File: src/rtl/timing_core_pkg.sv
// Shared definitions for the theta iteration sequencer: iteration width,
// sequencer state encoding and the sweep-length helper.
package timing_core_pkg;

    localparam int ITER_W = 16;

    typedef enum logic [1:0] {
        ST_IDLE  = 2'd0,
        ST_ISSUE = 2'd1,
        ST_WAIT  = 2'd2
    } seq_state_t;

    // Number of distinct iteration indices in one unidirectional sweep.
    function automatic int total_iters(input int points, input int frames);
        return points * frames;
    endfunction

endpackage

File: src/rtl/theta_pace_cnt.sv
// Pacing down-counter. A load presets PACE_DIV_P-1; expire is high on the
// last wait cycle so the sequencer can move back to ISSUE on the next edge.
// With PACE_DIV_P == 1 the counter is never waited on and expire stays low.
module theta_pace_cnt #(
    parameter int PACE_DIV_P = 4
) (
    input  logic clk,
    input  logic rst,
    input  logic load,
    output logic expire
);

    localparam int CW = $clog2(PACE_DIV_P + 1);

    logic [CW-1:0] cnt;

    // Preset on load, otherwise count down and stop at zero.
    always_ff @(posedge clk) begin
        if (rst) begin
            cnt <= '0;
        end else if (load) begin
            cnt <= CW'(PACE_DIV_P - 1);
        end else if (cnt != '0) begin
            cnt <= cnt - CW'(1);
        end
    end

    assign expire = (cnt == CW'(1));

endmodule

File: src/rtl/theta_iter_seq.sv
// Theta iteration sequencer: issues scan iteration indices 0..POINTS*FRAMES-1
// at a paced rate, with point/frame indices and line/sweep completion strobes.
// Optional THETA_ITER_BIDIR_EN: after the peak the sweep counts back down to 0.
//
//   state | meaning
//   IDLE  | no sweep in progress, waiting for start
//   ISSUE | valid strobe cycle for the current iteration
//   WAIT  | pacing gap between two issued iterations
module theta_iter_seq
    import timing_core_pkg::*;
#(
    parameter int POINTS_PER_LINE_P  = 360,
    parameter int NUMBER_OF_FRAMES_P = 5,
    parameter int PACE_DIV_P         = 4
) (
    input  logic              clk_i,
    input  logic              rst_i,
    input  logic              start_i,
    input  logic              stop_i,
    output logic              theta_iteration_valid_o,
    output logic [ITER_W-1:0] theta_iteration_o,
    output logic [ITER_W-1:0] point_idx_o,
    output logic [ITER_W-1:0] frame_idx_o,
    output logic              line_done_o,
    output logic              sweep_done_o,
    output logic              busy_o
);

    localparam int TOTAL = total_iters(POINTS_PER_LINE_P, NUMBER_OF_FRAMES_P);
    localparam logic [ITER_W-1:0] ITER_LAST = ITER_W'(TOTAL - 1);
    localparam logic [ITER_W-1:0] PT_LAST   = ITER_W'(POINTS_PER_LINE_P - 1);

    if (POINTS_PER_LINE_P < 1 || TOTAL < 2 || TOTAL > 65536 || PACE_DIV_P < 1) begin : g_bad_params
        $error("theta_iter_seq: illegal POINTS/FRAMES/PACE parameter combination");
    end

    seq_state_t        state, state_nxt;
    logic              expire;
    logic              issue_nxt;
    logic [ITER_W-1:0] iter_nxt, point_nxt, frame_nxt;
    logic [ITER_W-1:0] up_iter, up_point, up_frame;
    logic              line_nxt, sweep_nxt;
`ifdef THETA_ITER_BIDIR_EN
    logic              down_q, down_nxt;
    logic [ITER_W-1:0] dn_iter, dn_point, dn_frame;
`endif

    theta_pace_cnt #(.PACE_DIV_P(PACE_DIV_P)) u_pace (
        .clk    (clk_i),
        .rst    (rst_i),
        .load   (state == ST_ISSUE),
        .expire (expire)
    );

    // Next-state decode; stop always wins and the final issue returns to IDLE.
    always_comb begin
        state_nxt = state;
        case (state)
            ST_IDLE:  if (start_i && !stop_i) state_nxt = ST_ISSUE;
            ST_ISSUE: begin
                if (stop_i || sweep_done_o)  state_nxt = ST_IDLE;
                else if (PACE_DIV_P > 1)     state_nxt = ST_WAIT;
                else                         state_nxt = ST_ISSUE;
            end
            ST_WAIT: begin
                if (stop_i)      state_nxt = ST_IDLE;
                else if (expire) state_nxt = ST_ISSUE;
            end
            default:  state_nxt = ST_IDLE;
        endcase
    end

    assign issue_nxt = (state_nxt == ST_ISSUE);

    // Incrementing point/frame counters stand in for a divider.
    always_comb begin
        up_iter  = theta_iteration_o + ITER_W'(1);
        up_point = point_idx_o + ITER_W'(1);
        up_frame = frame_idx_o;
        if (point_idx_o == PT_LAST) begin
            up_point = '0;
            up_frame = frame_idx_o + ITER_W'(1);
        end
    end

`ifdef THETA_ITER_BIDIR_EN
    // Decrementing counters for the return pass, wrapping point 0 -> POINTS-1.
    always_comb begin
        dn_iter  = theta_iteration_o - ITER_W'(1);
        dn_point = point_idx_o - ITER_W'(1);
        dn_frame = frame_idx_o;
        if (point_idx_o == '0) begin
            dn_point = PT_LAST;
            dn_frame = frame_idx_o - ITER_W'(1);
        end
    end
`endif

    // Value presented on the next ISSUE: zero when leaving IDLE, else stepped.
    always_comb begin
        iter_nxt  = '0;
        point_nxt = '0;
        frame_nxt = '0;
`ifdef THETA_ITER_BIDIR_EN
        down_nxt  = 1'b0;
        if (state != ST_IDLE) begin
            // The peak is issued once; the step after it already heads down.
            down_nxt = down_q || (theta_iteration_o == ITER_LAST);
            if (down_nxt) begin
                iter_nxt  = dn_iter;
                point_nxt = dn_point;
                frame_nxt = dn_frame;
            end else begin
                iter_nxt  = up_iter;
                point_nxt = up_point;
                frame_nxt = up_frame;
            end
        end
`else
        if (state != ST_IDLE) begin
            iter_nxt  = up_iter;
            point_nxt = up_point;
            frame_nxt = up_frame;
        end
`endif
    end

`ifdef THETA_ITER_BIDIR_EN
    assign line_nxt  = down_nxt ? (point_nxt == '0) : (point_nxt == PT_LAST);
    assign sweep_nxt = down_nxt && (iter_nxt == '0);
`else
    assign line_nxt  = (point_nxt == PT_LAST);
    assign sweep_nxt = (iter_nxt == ITER_LAST);
`endif

    // State and registered outputs; indices only move on an issue.
    always_ff @(posedge clk_i) begin
        if (rst_i) begin
            state                   <= ST_IDLE;
            theta_iteration_valid_o <= 1'b0;
            theta_iteration_o       <= '0;
            point_idx_o             <= '0;
            frame_idx_o             <= '0;
            line_done_o             <= 1'b0;
            sweep_done_o            <= 1'b0;
            busy_o                  <= 1'b0;
`ifdef THETA_ITER_BIDIR_EN
            down_q                  <= 1'b0;
`endif
        end else begin
            state                   <= state_nxt;
            theta_iteration_valid_o <= issue_nxt;
            busy_o                  <= (state_nxt != ST_IDLE);
            line_done_o             <= issue_nxt && line_nxt;
            sweep_done_o            <= issue_nxt && sweep_nxt;
            if (issue_nxt) begin
                theta_iteration_o <= iter_nxt;
                point_idx_o       <= point_nxt;
                frame_idx_o       <= frame_nxt;
`ifdef THETA_ITER_BIDIR_EN
                down_q            <= down_nxt;
`endif
            end
        end
    end

endmodule

File: config.mk
export PLATFORM = sky130hd
export DESIGN_NAME = theta_iter_seq
export DESIGN_NICKNAME = d
export VERILOG_FILES = /design/src/rtl/timing_core_pkg.sv /design/src/rtl/theta_pace_cnt.sv /design/src/rtl/theta_iter_seq.sv
export SDC_FILE = /design/constraint.sdc
export NUM_CORES = 1
export LEC_CHECK = 0
export BUFFER_PORTS_ARGS = -buffer_cell sky130_fd_sc_hd__buf_2
export CAP_MARGIN = 20
export CELL_PAD_IN_SITES_DETAIL_PLACEMENT = 1
export CELL_PAD_IN_SITES_GLOBAL_PLACEMENT = 1
export CORE_ASPECT_RATIO = 2
export CORE_MARGIN = 1.5
export CORE_UTILIZATION = 45
export CTS_CLUSTER_DIAMETER = 80
export DETAILED_ROUTE_END_ITERATION = 8
export GPL_ROUTABILITY_DRIVEN = 1
export PLACE_DENSITY = 0.82
export SYNTH_ARGS = -nofsm -noshare
export SYNTH_HDL_FRONTEND = slang
export SYNTH_HIERARCHICAL = 1
export SYNTH_SLANG_ARGS = --single-unit
File: constraint.sdc
create_clock -name clk_i -period 4.4 [get_ports clk_i]
set_clock_uncertainty 0.2 [all_clocks]
set_input_delay 0.66 -clock clk_i [delete_from_list [all_inputs] [get_ports clk_i]]
set_output_delay 0.66 -clock clk_i [all_outputs]
set_load 0.005 [all_outputs]
== After elaboration in Yosys (flattened, before gate mapping) ==
Cells that the tools add are included.

* Register bits after elaboration: 57
* Bits of input ports: 4

* Add/subtract/negate cells: 4
* Eq/ne operators: 8
* Muxes and demuxes: 12
* Reductions and logical operators: 12

{| class="wikitable"
|+ Operator list
! cell !! number
|-
| $mux 16 || 5
|-
| $add 16x1->16 const B || 3
|-
| $eq 16x9->1 const B || 2
|-
| $eq 16x11->1 const B || 1
|-
| $mux 2 || 6
|-
| $pmux 2 s3 || 1
|-
| $reduce_bool 2->1 || 3
|-
| $eq 2x1->1 const B || 2
|-
| $eq 3x1->1 const B || 1
|-
| $logic_and 1x1->1 || 3
|-
| $reduce_bool 3->1 || 1
|-
| $sub 3x1->3 const B || 1
|-
| $eq 2x2->1 const B || 1
|-
| $logic_not 2->1 || 1
|-
| $ne 2x2->1 const B || 1
|-
| $reduce_and 2->1 || 1
|-
| $reduce_or 2->1 || 1
|-
| $logic_not 1->1 || 1
|-
| $logic_or 1x1->1 || 1
|}

== Longest topological paths before layout ==
* Word-level depth: 6
* Mapped depth: 10

== Modules after synthesis ==
The synthesis kept the hierarchy.

{| class="wikitable"
|+ Modules (own cells, without submodules)
! module !! times used !! cells an instance !! area an instance (um2)
|-
| theta_iter_seq || 1 || 400 || 3146.8
|-
| theta_pace_cnt || 1 || 19 || 192.7
|}

== Least setup slack after synthesis ==
Ideal clock, no wire load.

* Path kind: register -> register
* Start: reg point_idx_o[0]
* End: reg frame_idx_o[12]
* Setup time: 0.070 ns
* Data arrival time: 1.988 ns
* Path slack: 2.142 ns
* Cell stages (with the launch flop): 8
* Path buffers: 1
* Period minus slack after synthesis: 2.258 ns
* Cells stage by stage: dfxtp_1 -> ha_1 -> and4bb_1 -> and4_1 -> o21ai_2 -> buf_2 -> or4_1 -> a21oi_1

* Word-level cells in the longest chain between the ends: 3

{| class="wikitable"
|+ Ends and longest elaborated chain
! what !! RTL line !! text
|-
| start: declaration || theta_iter_seq.sv:22 || <nowiki>output logic [ITER_W-1:0] point_idx_o,</nowiki>
|-
| start signal: assignment || theta_iter_seq.sv:158 || <nowiki>point_idx_o <= point_nxt;</nowiki>
|-
| $eq 16x9->1 || theta_iter_seq.sv:80 || <nowiki>if (point_idx_o == PT_LAST) begin</nowiki>
|-
| $ne 2x2->1 (no line) || n/a ||
|-
| $reduce_and 2->1 (no line) || n/a ||
|-
| end signal: assignment || theta_iter_seq.sv:159 || <nowiki>frame_idx_o <= frame_nxt;</nowiki>
|-
| end: declaration || theta_iter_seq.sv:23 || <nowiki>output logic [ITER_W-1:0] frame_idx_o,</nowiki>
|}

Every way passes these cells.
A chain may end at the register's enable or synchronous reset.

== Final worst setup path ==
* Start: reg u_pace.cnt[1]
* End: reg sweep_done_o

* Word-level cells in the longest chain between the ends: 6

{| class="wikitable"
|+ Ends and longest elaborated chain
! what !! RTL line !! text
|-
| start: declaration || theta_pace_cnt.sv:15 || <nowiki>logic [CW-1:0] cnt;</nowiki>
|-
| start signal: assignment || theta_pace_cnt.sv:22 || <nowiki>cnt <= CW'(PACE_DIV_P - 1);</nowiki>
|-
| start signal: assignment || theta_pace_cnt.sv:24 || <nowiki>cnt <= cnt - CW'(1);</nowiki>
|-
| $eq 3x1->1 || theta_pace_cnt.sv:28 || <nowiki>assign expire = (cnt == CW'(1));</nowiki>
|-
| named net expire || theta_iter_seq.sv:38 || <nowiki>logic expire;</nowiki>
|-
| $mux 2 || theta_iter_seq.sv:67 || <nowiki>else if (expire) state_nxt = ST_ISSUE;</nowiki>
|-
| $mux 2 || theta_iter_seq.sv:66 || <nowiki>if (stop_i) state_nxt = ST_IDLE;</nowiki>
|-
| $pmux 2 s3 || theta_iter_seq.sv:58 || <nowiki>case (state)</nowiki>
|-
| $eq 2x1->1 || theta_iter_seq.sv:73 || <nowiki>assign issue_nxt = (state_nxt == ST_ISSUE);</nowiki>
|-
| $logic_and 1x1->1 || theta_iter_seq.sv:155 || <nowiki>sweep_done_o <= issue_nxt && sweep_nxt;</nowiki>
|-
| end signal: assignment || theta_iter_seq.sv:155 ||
|-
| end: declaration || theta_iter_seq.sv:25 || <nowiki>output logic sweep_done_o,</nowiki>
|}

The timed path passes the listed nets, and every way through them passes these cells.

==> results.md <==
* Final Hold Violating Endpoints at 0
* FFs w/ async S/R, synth at 0
* Y dimension of the die at 125 µm
* Ratio of cells with drive above 1 in the final layout at 0.208
* Antenna-violating nets left at 0
* Tightest Hold Check Type: reg2reg
* Global-route wire length before repair at 17600 µm
* Static Leak at roughly 1.4 nW
* Largest net degree at the start of global routing at 38
* Number of global-route vias before repair at around 3600
* CTS Sinks at 57
* Die Width at around 64 µm
* Combined global-route utilization of all metal layers at 0.276
* Final wirelength at ~11000 µm
* Logic pwr share at 0.104
* Count of distinct cell types in the synthesized netlist at 57
* GRT met1 Usage at 0.304
* Quantity of hold-fixing buffers added after cts at 0
* TritonCTS clock tree: built
* Setup Viol. Count Final at 0
* Clock insertion delay at the later pin of the skew report at about 0.33 ns
* Setup TNS at 0 ns
* Netlist area before placement at 3340 µm²
* Worst Setup End Kind: flop
* Required time at the endpoint of the critical path at ~4.4 ns
* Number of H-tree levels at 3
* Number of placed cells counting well taps at 543
* Port Buffers at 55
* Nets in the synthesized netlist at 429
* Row cnt at 44
* Initial antenna violation count at 0
* Number of setup buffers added after CTS at 0
* Worst-Margin Slew at 0.780 ns
* Die outline area at 7980 µm²
* Period utilisation layout at 0.649
* Number of gates resized after cts at 0
* Final Max Tran Viols at 0
* Commonest register cell after synthesis: sky130_fd_sc_hd__dfxtp_1
* GRT overflow at 0
* Ant diodes at 0
* Grt peak-use layer: met2
* Flops & latches, synth at 57
* Setup slack, reg-to-reg at around 1.5 ns
* Yosys warning total at 6
* Pwr per Cell Area at 334 nW/µm²
* DR iter-0 viols at ~230
* Share of power burned in registers at 0.419
* Data arrival time of the critical path at 2.88 ns
* Longest Clk Path Bufs at 2
* Synthesized instance count at 419
* Share of power burned in the clock network at 0.477
* CTS buffer count at 9
* Global-route track usage on met2 at 0.494
* Layout Nets at ~470
* Worst-case headroom to the max-slew limit at 0.480
* Proportion of synthesized chip area in sequential cells at 0.342
* EDFF count, synth at 0
* Placed wire-length estimate after detailed placement at 7190 µm
* Area of the core at 7210 µm²
* Worst supply voltage drop on vdd at about 160 µV
* Maximum clock rate at between 300 and 400 MHz
* Max Fanout on Critical Path at 24
* Int Power at 0.000964 W
* IO Pins at 56
* Drt drc at 0
* Met3 routing resource usage after global routing at 0.0497
* Setup repair after global routing missed its margin: false
* Library cell used as clock root buffer: sky130_fd_sc_hd__clkbuf_16
* Max-cap violations at 0
* Clock transition at the registers of the reported paths at 0.05 ns
* Crit path time final at 2.86 ns
* Nature of the critical path startpoint: flop
* Share of the core filled with cells at 0.544
* Switching component of the power at 0.000346 W
* Vias after detailed routing at ~3500
* Final Non-Filler Cells at 559
* Global placement routability congestion at 0.879
* Post-detailed-route wirelength per cell at 18.8 µm
* Via density per instance at slightly above 6
* Router iterations before antenna repair at 4
* Starting utilization of the core area at 0.463
* Net Sw Frac at 0.264
* Status: finished, final reports clean
* WS Path Type: reg2reg
* Synthesis-to-finish area growth at 17.4%
* Synth Area per Inst at 7.97 µm²
## layer usage
metal,share of wire,wire length [µm]
met4,0.024,253
met3,0.034,357
met2,0.54,5710
met1,0.40,4190
met5,0,0
## sequential cells by signal, summed over array words and instances, names as in the netlist
signal and flops:
u_pace/cnt 3, point_idx_o 16, busy_o 1, theta_iteration_valid_o 1, line_done_o 1, theta_iteration_o 16, state 2, sweep_done_o 1
frame_idx_o 16
## power by group through the flow
stage	clock [W]	sequential [W]	combinational (W)
floorplan	0	0.000554	0.000102
global placement	0	0.000557	0.000128
detailed placement	0	0.000560	0.000138
CTS	0.000634	0.000549	0.000138
global route	0.000651	0.000551	0.000153
finish	0.000624	0.000549	0.000137
## per-stage QoR
stage / instance area, µm² / power (W) / hold slack (ns) / worst slack (ns)
after floorplan: 3340 / 0.000656 / 0.273 / 2.14
after global placement: 3660 / 0.000685 / 0.271 / 1.70
after detailed placement: 3660 / 0.000698 / 0.287 / 1.55
after CTS: 3920 / 0.00132 / 0.297 / 1.55
after global routing: 3920 / 0.00136 / 0.327 / 1.34
final: 3920 / 0.00131 / 0.295 / 1.54
## cells in the final DEF (no fill, tap or decap), types with 4 or more instances in the layout
master                       n
sky130_fd_sc_hd__dfxtp_1    57
sky130_fd_sc_hd__buf_2      55
sky130_fd_sc_hd__nor2_1     38
sky130_fd_sc_hd__a21oi_1    38
sky130_fd_sc_hd__nand2_1    29
sky130_fd_sc_hd__o21ai_0    26
sky130_fd_sc_hd__nand3_1    22
sky130_fd_sc_hd__nor3_1     17
sky130_fd_sc_hd__xnor2_1    15
sky130_fd_sc_hd__inv_1      12
sky130_fd_sc_hd__nand4_1    12
sky130_fd_sc_hd__or4_1      10
sky130_fd_sc_hd__clkbuf_16   9
sky130_fd_sc_hd__xor2_1      8
sky130_fd_sc_hd__or3_1       7
sky130_fd_sc_hd__a211oi_1    7
sky130_fd_sc_hd__o31ai_1     6
sky130_fd_sc_hd__and3_1      6
sky130_fd_sc_hd__ha_1        6
sky130_fd_sc_hd__nor4_2      4
sky130_fd_sc_hd__a31oi_1     4
sky130_fd_sc_hd__nor3b_1     4
sky130_fd_sc_hd__or2_2       4
sky130_fd_sc_hd__a2111oi_2   4
sky130_fd_sc_hd__clkinv_2    4
## Yosys cell counts (3+ instances only)
master	instances	share of area
sky130_fd_sc_hd__a2111oi_1	3	0.0090
sky130_fd_sc_hd__a2111oi_2	4	0.018
sky130_fd_sc_hd__a211oi_1	7	0.016
sky130_fd_sc_hd__a21oi_1	38	0.057
sky130_fd_sc_hd__a311oi_1	3	0.0079
sky130_fd_sc_hd__a31oi_1	4	0.0075
sky130_fd_sc_hd__and3_1	6	0.011
sky130_fd_sc_hd__and4_1	3	0.0079
sky130_fd_sc_hd__buf_1	4	0.0045
sky130_fd_sc_hd__buf_2	5	0.0075
sky130_fd_sc_hd__clkbuf_1	17	0.019
sky130_fd_sc_hd__dfxtp_1	57	0.34
sky130_fd_sc_hd__ha_1	6	0.022
sky130_fd_sc_hd__inv_1	12	0.013
sky130_fd_sc_hd__nand2_1	29	0.033
sky130_fd_sc_hd__nand2b_1	3	0.0056
sky130_fd_sc_hd__nand3_1	22	0.033
sky130_fd_sc_hd__nand4_1	12	0.022
sky130_fd_sc_hd__nor2_1	39	0.044
sky130_fd_sc_hd__nor3_1	18	0.027
sky130_fd_sc_hd__nor3b_1	4	0.0090
sky130_fd_sc_hd__nor4_1	3	0.0056
sky130_fd_sc_hd__nor4_2	4	0.015
sky130_fd_sc_hd__o21ai_0	26	0.039
sky130_fd_sc_hd__o31ai_1	6	0.013
sky130_fd_sc_hd__or2_2	4	0.0075
sky130_fd_sc_hd__or3_1	7	0.013
sky130_fd_sc_hd__or3b_1	3	0.0079
sky130_fd_sc_hd__or4_1	10	0.022
sky130_fd_sc_hd__xnor2_1	15	0.039
sky130_fd_sc_hd__xor2_1	8	0.021
## worst max-delay path: stages, from the launching register on
cell	delay, ns
sky130_fd_sc_hd__dfxtp_1	0.31
sky130_fd_sc_hd__inv_1	0.10
sky130_fd_sc_hd__ha_1	0.16
sky130_fd_sc_hd__and2b_2	0.16
sky130_fd_sc_hd__mux2i_1	0.11
sky130_fd_sc_hd__or3_1	0.53
sky130_fd_sc_hd__buf_4	0.31
sky130_fd_sc_hd__a2111oi_0	0.37
sky130_fd_sc_hd__o2111ai_1	0.16
sky130_fd_sc_hd__nor4_1	0.32
## logic make-up after synthesis
logic type	synth area share
AOI/OAI and AO/OA	0.212
xor gates and xnor gates	0.0603
adders and majority gates	0.0255
buffers and inverters	0.0446
DFF	0.342
muxes	0.00599
and+or+nand+nor	0.310
## layout make-up
cell class / instances / area, µm²
Clock inverter: 6 / 35.0
Multi-Input combinational cell: 324 / 2060
Sequential cell: 57 / 1140
Inverter: 12 / 45.0
Fill cell: 933 / 3290
Clock buffer: 10 / 229
Tap cell: 92 / 115
Timing Repair Buffer: 58 / 298
## final timing paths
check	end	startpoint	depth (start not counted)
setup / recovery	sweep_done_o	u_pace/cnt[1]	9
hold / removal	frame_idx_o[12]	frame_idx_o[12]	2
setup reg to reg	sweep_done_o	u_pace/cnt[1]	9
hold reg to reg	frame_idx_o[12]	frame_idx_o[12]	2
(Power assumes the default switching activity.)
